**src/rtl/word_mem_seq_pkg.sv**
```systemverilog
// Shared types and helpers for the byte-serial word memory sequencer.
package word_mem_seq_pkg;

  typedef enum logic [1:0] {
    IDLE  = 2'd0,
    XFER  = 2'd1,
    DRAIN = 2'd2,
    RESP  = 2'd3
  } state_e;

  localparam int BYTES_PER_WORD = 4;

  typedef logic [1:0] byte_idx_t;

  localparam byte_idx_t LAST_BYTE_IDX = byte_idx_t'(BYTES_PER_WORD - 1);

  // Big-endian lane select: index 0 is the most significant byte.
  function automatic logic [7:0] byte_lane(input logic [31:0] word, input byte_idx_t k);
    logic [7:0] lane;
    case (k)
      2'd0:    lane = word[31:24];
      2'd1:    lane = word[23:16];
      2'd2:    lane = word[15:8];
      2'd3:    lane = word[7:0];
      default: lane = word[7:0];
    endcase
    return lane;
  endfunction

endpackage

```
**src/rtl/word_mem_sequencer.sv**
```systemverilog
// Performs one 32-bit load/store as four big-endian byte accesses on a
// synchronous byte-wide memory, returning the result over a valid/ready response.
module word_mem_sequencer
  import word_mem_seq_pkg::*;
#(
  parameter int ADDR_W = 7
) (
  input  logic              clk,
  input  logic              reset_n,
  input  logic              req_valid,
  output logic              req_ready,
  input  logic              req_write,
  input  logic [ADDR_W-1:0] req_addr,
  input  logic [31:0]       req_wdata,
  output logic              rsp_valid,
  input  logic              rsp_ready,
  output logic [31:0]       rsp_rdata,
  output logic [ADDR_W-1:0] mem_addr,
  output logic              mem_we,
  output logic [7:0]        mem_wdata,
  input  logic [7:0]        mem_rdata
);

  state_e            r_state;
  state_e            w_next_state;
  byte_idx_t         r_k;
  logic              r_write;
  logic [ADDR_W-1:0] r_addr;
  logic [31:0]       r_wdata;
  logic [23:0]       r_shift;
  logic              w_last_byte;

  assign req_ready   = (r_state == IDLE);
  assign w_last_byte = (r_k == LAST_BYTE_IDX);

  // State register.
  always_ff @(posedge clk or negedge reset_n) begin
    if (!reset_n) begin
      r_state <= IDLE;
    end else begin
      r_state <= w_next_state;
    end
  end

  // Next-state decode.
  always_comb begin
    w_next_state = r_state;
    case (r_state)
      IDLE: begin
        if (req_valid) begin
          w_next_state = XFER;
        end else begin
          w_next_state = IDLE;
        end
      end
      XFER: begin
        if (w_last_byte) begin
          w_next_state = r_write ? RESP : DRAIN;
        end else begin
          w_next_state = XFER;
        end
      end
      DRAIN: w_next_state = RESP;
      RESP: begin
        if (rsp_ready) begin
          w_next_state = IDLE;
        end else begin
          w_next_state = RESP;
        end
      end
      default: w_next_state = IDLE;
    endcase
  end

  // Request capture, byte sequencing and read-data assembly.
  always_ff @(posedge clk or negedge reset_n) begin
    if (!reset_n) begin
      r_k       <= 2'd0;
      r_write   <= 1'b0;
      r_addr    <= '0;
      r_wdata   <= 32'd0;
      r_shift   <= 24'd0;
      rsp_valid <= 1'b0;
      rsp_rdata <= 32'd0;
      mem_addr  <= '0;
      mem_we    <= 1'b0;
      mem_wdata <= 8'd0;
    end else begin
      rsp_valid <= (w_next_state == RESP);
      case (r_state)
        IDLE: begin
          if (req_valid) begin
            r_k       <= 2'd0;
            r_write   <= req_write;
            r_addr    <= req_addr;
            r_wdata   <= req_wdata;
            r_shift   <= 24'd0;
            mem_addr  <= req_addr;
            mem_we    <= req_write;
            mem_wdata <= byte_lane(req_wdata, 2'd0);
          end
        end
        XFER: begin
          // Byte k-1 arrives while byte k's address is on the bus.
          if (r_k != 2'd0) begin
            r_shift <= {r_shift[15:0], mem_rdata};
          end
          if (w_last_byte) begin
            mem_we <= 1'b0;
            if (r_write) begin
              rsp_rdata <= 32'd0;
            end
          end else begin
            r_k       <= r_k + 2'd1;
            mem_addr  <= r_addr + ADDR_W'(r_k) + ADDR_W'(1);
            mem_we    <= r_write;
            mem_wdata <= byte_lane(r_wdata, r_k + 2'd1);
          end
        end
        DRAIN: begin
          rsp_rdata <= {r_shift, mem_rdata};
        end
        default: begin
          r_k <= r_k;
        end
      endcase
    end
  end

endmodule

```
**config.mk**
```make
export PLATFORM = sky130hd
export DESIGN_NAME = word_mem_sequencer
export DESIGN_NICKNAME = d
export VERILOG_FILES = /design/src/rtl/word_mem_seq_pkg.sv /design/src/rtl/word_mem_sequencer.sv
export SDC_FILE = /design/constraint.sdc
export NUM_CORES = 1
export LEC_CHECK = 0
export CORE_MARGIN = 2
export CORE_UTILIZATION = 52
export CTS_BUF_LIST = sky130_fd_sc_hd__clkbuf_2
export CTS_CLUSTER_DIAMETER = 60
export CTS_CLUSTER_SIZE = 28
export DETAILED_ROUTE_END_ITERATION = 8
export GPL_ROUTABILITY_DRIVEN = 1
export PLACE_DENSITY = 0.81
export SYNTH_ARGS = -nofsm -noshare
export SYNTH_HDL_FRONTEND = slang
export SYNTH_SLANG_ARGS = --single-unit
```
**constraint.sdc**
```tcl
create_clock -name clk -period 1.98 [get_ports clk]
set_clock_uncertainty 0.05 [all_clocks]
set_input_delay 0.396 -clock clk [delete_from_list [all_inputs] [get_ports clk]]
set_output_delay 0.396 -clock clk [all_outputs]
set_load 0.01 [all_outputs]
```
==> impl.org <==
** Status
- Outcome :: complete, no violations

** Yosys
- Main area contributors after synthesis :: sky130_fd_sc_hd__dfrtp_1 (60%), sky130_fd_sc_hd__a22o_1 (11%), sky130_fd_sc_hd__mux2_2 (6.5%)
- During synthesis, Yosys emitted a total of 0 warnings.
- The synthesized netlist contains 43 unique library cells.
- Proportion of register bits with asynchronous set or reset after synthesis :: 1.00
- Counting flops with a built-in enable in the synthesized netlist gives 0.
- Prevailing post-synth register cell :: sky130_fd_sc_hd__dfrtp_1
- The number of nets handed over by synthesis was 431.
- Cell type with the highest aggregate area in the netlist :: sky130_fd_sc_hd__dfrtp_1
- In the synthesized netlist, the number of instances is 371.
- Of the synthesized area, sequential elements account for 0.600.
- Of the post-synthesis cell area, the dominant cell type holds 0.600.
- Number of synthesized register bits :: 117
- Post-synth design cell area :: 4880 µm²
- Each instance of the synthesized netlist takes up on average 13.1 µm².

** Global route
- Global routing finished with a remaining overflow of 0.
- Wire length of the first global-routing pass :: 18400 µm
- In the global route stage, overall resource usage came out at 0.236.
- Entering global routing, the biggest net connects 61 pins.
- Via count of the first global-routing pass :: 3748
- The initial antenna violation count came to 0.

** Floorplan
- Row cnt :: 35
- During I/O placement, the number of pins put on the boundary was 102.
- Die extent in y :: 101 µm
- Width of the chip :: 101 µm
- The die covers 10200 µm².
- Starting Density :: 0.533
- Std-Cell Core Area :: 9150 µm²

** Detailed routing
- Dividing the detail-routed wire length by the instance count gives 18.1 µm.
- Summing over every cut layer, the via total after detailed routing is 3704.
- The first detailed-routing pass ran for 6 iterations.
- For this run, design rule violations remaining after detail routing come to 0.
- The count of nets left with antenna violations once routing finished came out at 0.
- After the first detailed-routing iteration, the DRC count stood at 257.
- Routed vias/inst :: 5.83
- The routed design has 11500 µm of wire.

** Finish
- Filler instances :: 655
- After routing the design area is 6490 µm².
- For this run, the post-layout net count is 571.
- The area growth from synthesis to layout is 33.1%.
- Most frequent standard cell in the layout excluding fill and tap cells :: sky130_fd_sc_hd__dfrtp_1
- Multi-input combinational cell area :: 1800 µm²
- Top library cells by usage in the layout, fill and taps aside :: sky130_fd_sc_hd__dfrtp_1 (116), sky130_fd_sc_hd__a22o_1 (61), sky130_fd_sc_hd__clkdlybuf4s50_1 (50), sky130_fd_sc_hd__dlygate4sd2_1 (49), sky130_fd_sc_hd__buf_4 (44)
- Leaving out filler cells and counting taps, the final layout contains 635.
- Sequential Area :: 2930 µm²
- 0 antenna diodes ended up in the layout.
- Of the cells placed in the final design, the portion with a size suffix greater than 1 is 0.246.

** Critical path
- Depth of the worst register-to-register path :: 8
- The most critical setup path has its startpoint at r_state[1]$_DFF_PN0_.
- Kind of start point of the critical path :: register
- Across all register-to-register paths, the minimum setup slack is 100 ps.
- Crit end category :: output pin
- Data required time of the critical path :: 1530 ps
- The worst register-to-register path begins at r_k[0]$_DFFE_PN0P_.
- By startpoint and endpoint, the worst setup path is classified as register to output pin.
- Worst reg2reg path endpoint :: mem_wdata[6]$_DFFE_PN0P_
- Data on the critical path arrives at its endpoint at 1450 ps.
- In this run the worst path has a maximum fanout of 7.

** Clocking
- Clock tree synthesis inserted a total of 17 buffers.
- CTS H-tree depth :: 4
- Buffers from clock root to sink, at most :: 2
- Clk Tree Root Cell :: sky130_fd_sc_hd__clkbuf_2
- Clk sink count :: 117
- Insertion delay to the later sink of the worst-skew pair :: 630 ps
- TritonCTS built the clock tree.
- Clock-pin slew was measured on the worst setup and hold paths at 200 ps.

** Placement
- Post-Place Cell Area :: 6070 µm²
- Routability-driven placement finished with a final weighted congestion of 0.829.
- Final HPWL from detailed placement :: 7770 µm
- Including well taps, the total number of placed cells is 576.
- Buffers added on ports :: 101

** Power
- The worst-case IR drop observed on VDD is 0.000759 V.
- The completed layout was analyzed and its total power is 10.8 mW.
- Cell area power density :: 1670 nW/µm²
- For this design the static power due to leakage is 3.09 nW.

** STA
- Setup total negative slack on the finished layout was measured at 0 ps.
- Setup repair after global routing left no endpoint under its margin.
- The number of endpoints with negative hold slack in the final report was 0.
- Fmax achieved :: 528 MHz
- Rel. slew slack :: 0.451
- The final number of max-transition violations came to 0.
- In the finished design, the share of the clock period the worst path needs comes to 0.957.
- Final hold analysis gives a worst-case slack of 225 ps.
- Slew of the pin with the lowest slew margin :: 821 ps
- Setup violation total in the final timing report :: 0
- Minimum clock period :: 1890 ps

** Hold path
- Type of the tightest min-delay check :: input pin to async pin

** Flow run
- The tool flagged a number of max-cap violations equal to 0.
## what timing repair did
action                     in CTS  in global routing
pin swaps                       0                  1
hold buffers                    1                  0
setup buffers                  24                  1
hold endpoints to repair      117                  0
gates cloned                    0                  1
resized for setup              54                  8
setup endpoints to repair      50                 60
## critical path: stages, from the launching register on
cell and delay, ps:
sky130_fd_sc_hd__dfrtp_1 440, sky130_fd_sc_hd__buf_6 150, sky130_fd_sc_hd__nor2_4 90, sky130_fd_sc_hd__buf_2 140
## how the worst max path moves through the flow
| stage | slack, ps | to |
|---|---|---|
| detailed placement | -190 | r_shift[17]$_DFFE_PN0P_ |
| global route | 10 | req_ready |
| floorplan | 210 | mem_addr[6]$_DFFE_PN0P_ |
| CTS | 10 | req_ready |
| global placement | -100 | r_shift[17]$_DFFE_PN0P_ |
| finish | 90 | req_ready |
## state kept, by name, indices dropped and copies added, names as in the netlist, 2 cells and up
register / cells
r_k: 2
r_wdata: 32
mem_addr: 7
r_addr: 7
r_state: 2
mem_wdata: 8
r_shift: 24
rsp_rdata: 32
## stage by stage
step / util / setup WS (ps)
2_1_floorplan: - / 210
5_1_grt: 0.709 / 12.7
3_3_place_gp: 0.663 / -96.4
4_1_cts: 0.704 / 12.2
3_5_place_dp: 0.663 / -185
6_report: 0.709 / 85.6
## cell type report
class | count | share of cell area
sequential | 117 | 0.451
multi-input combinational | 218 | 0.277
clock buffer | 17 | 0.0131
tap | 111 | 0.0214
clock inverter | 15 | 0.0256
inverter | 8 | 0.00463
timing repair buffer | 149 | 0.207
## routing by layer
layer	vias up	global-route usage	share of wire
met1	1863	0.307	0.42
met5	-	0	0
met2	160	0.389	0.50
met4	0	0.0854	0.016
met3	22	0.0541	0.059
li1	1659	-	-
## power breakdown
part | switching [mW] | internal, mW
Sequential | 0.751 | 3.51
Combinational | 2.34 | 2.62
Clock | 0.996 | 0.607
## logic make-up after synthesis
logic type / synth area share
AO/OA/AOI/OAI: 0.202
flip-flops: 0.600
AND/OR/NAND/NOR: 0.0487
buffers and inverters: 0.0400
multiplexers: 0.0800
adder cells (fa/ha/maj): 0.0221
XOR/XNOR: 0.00718
## Yosys cell counts, drive strengths merged (6+ instances only)
library cell  instances
nor2                 10
inv                   8
clkbuf                9
a22oi                 6
a21oi                12
o21ai                17
a22o                 61
buf                  20
mux2                 33
dfrtp               117
ha                    7
nand2                26
Note: power is estimated with default switching activity, not from simulation.
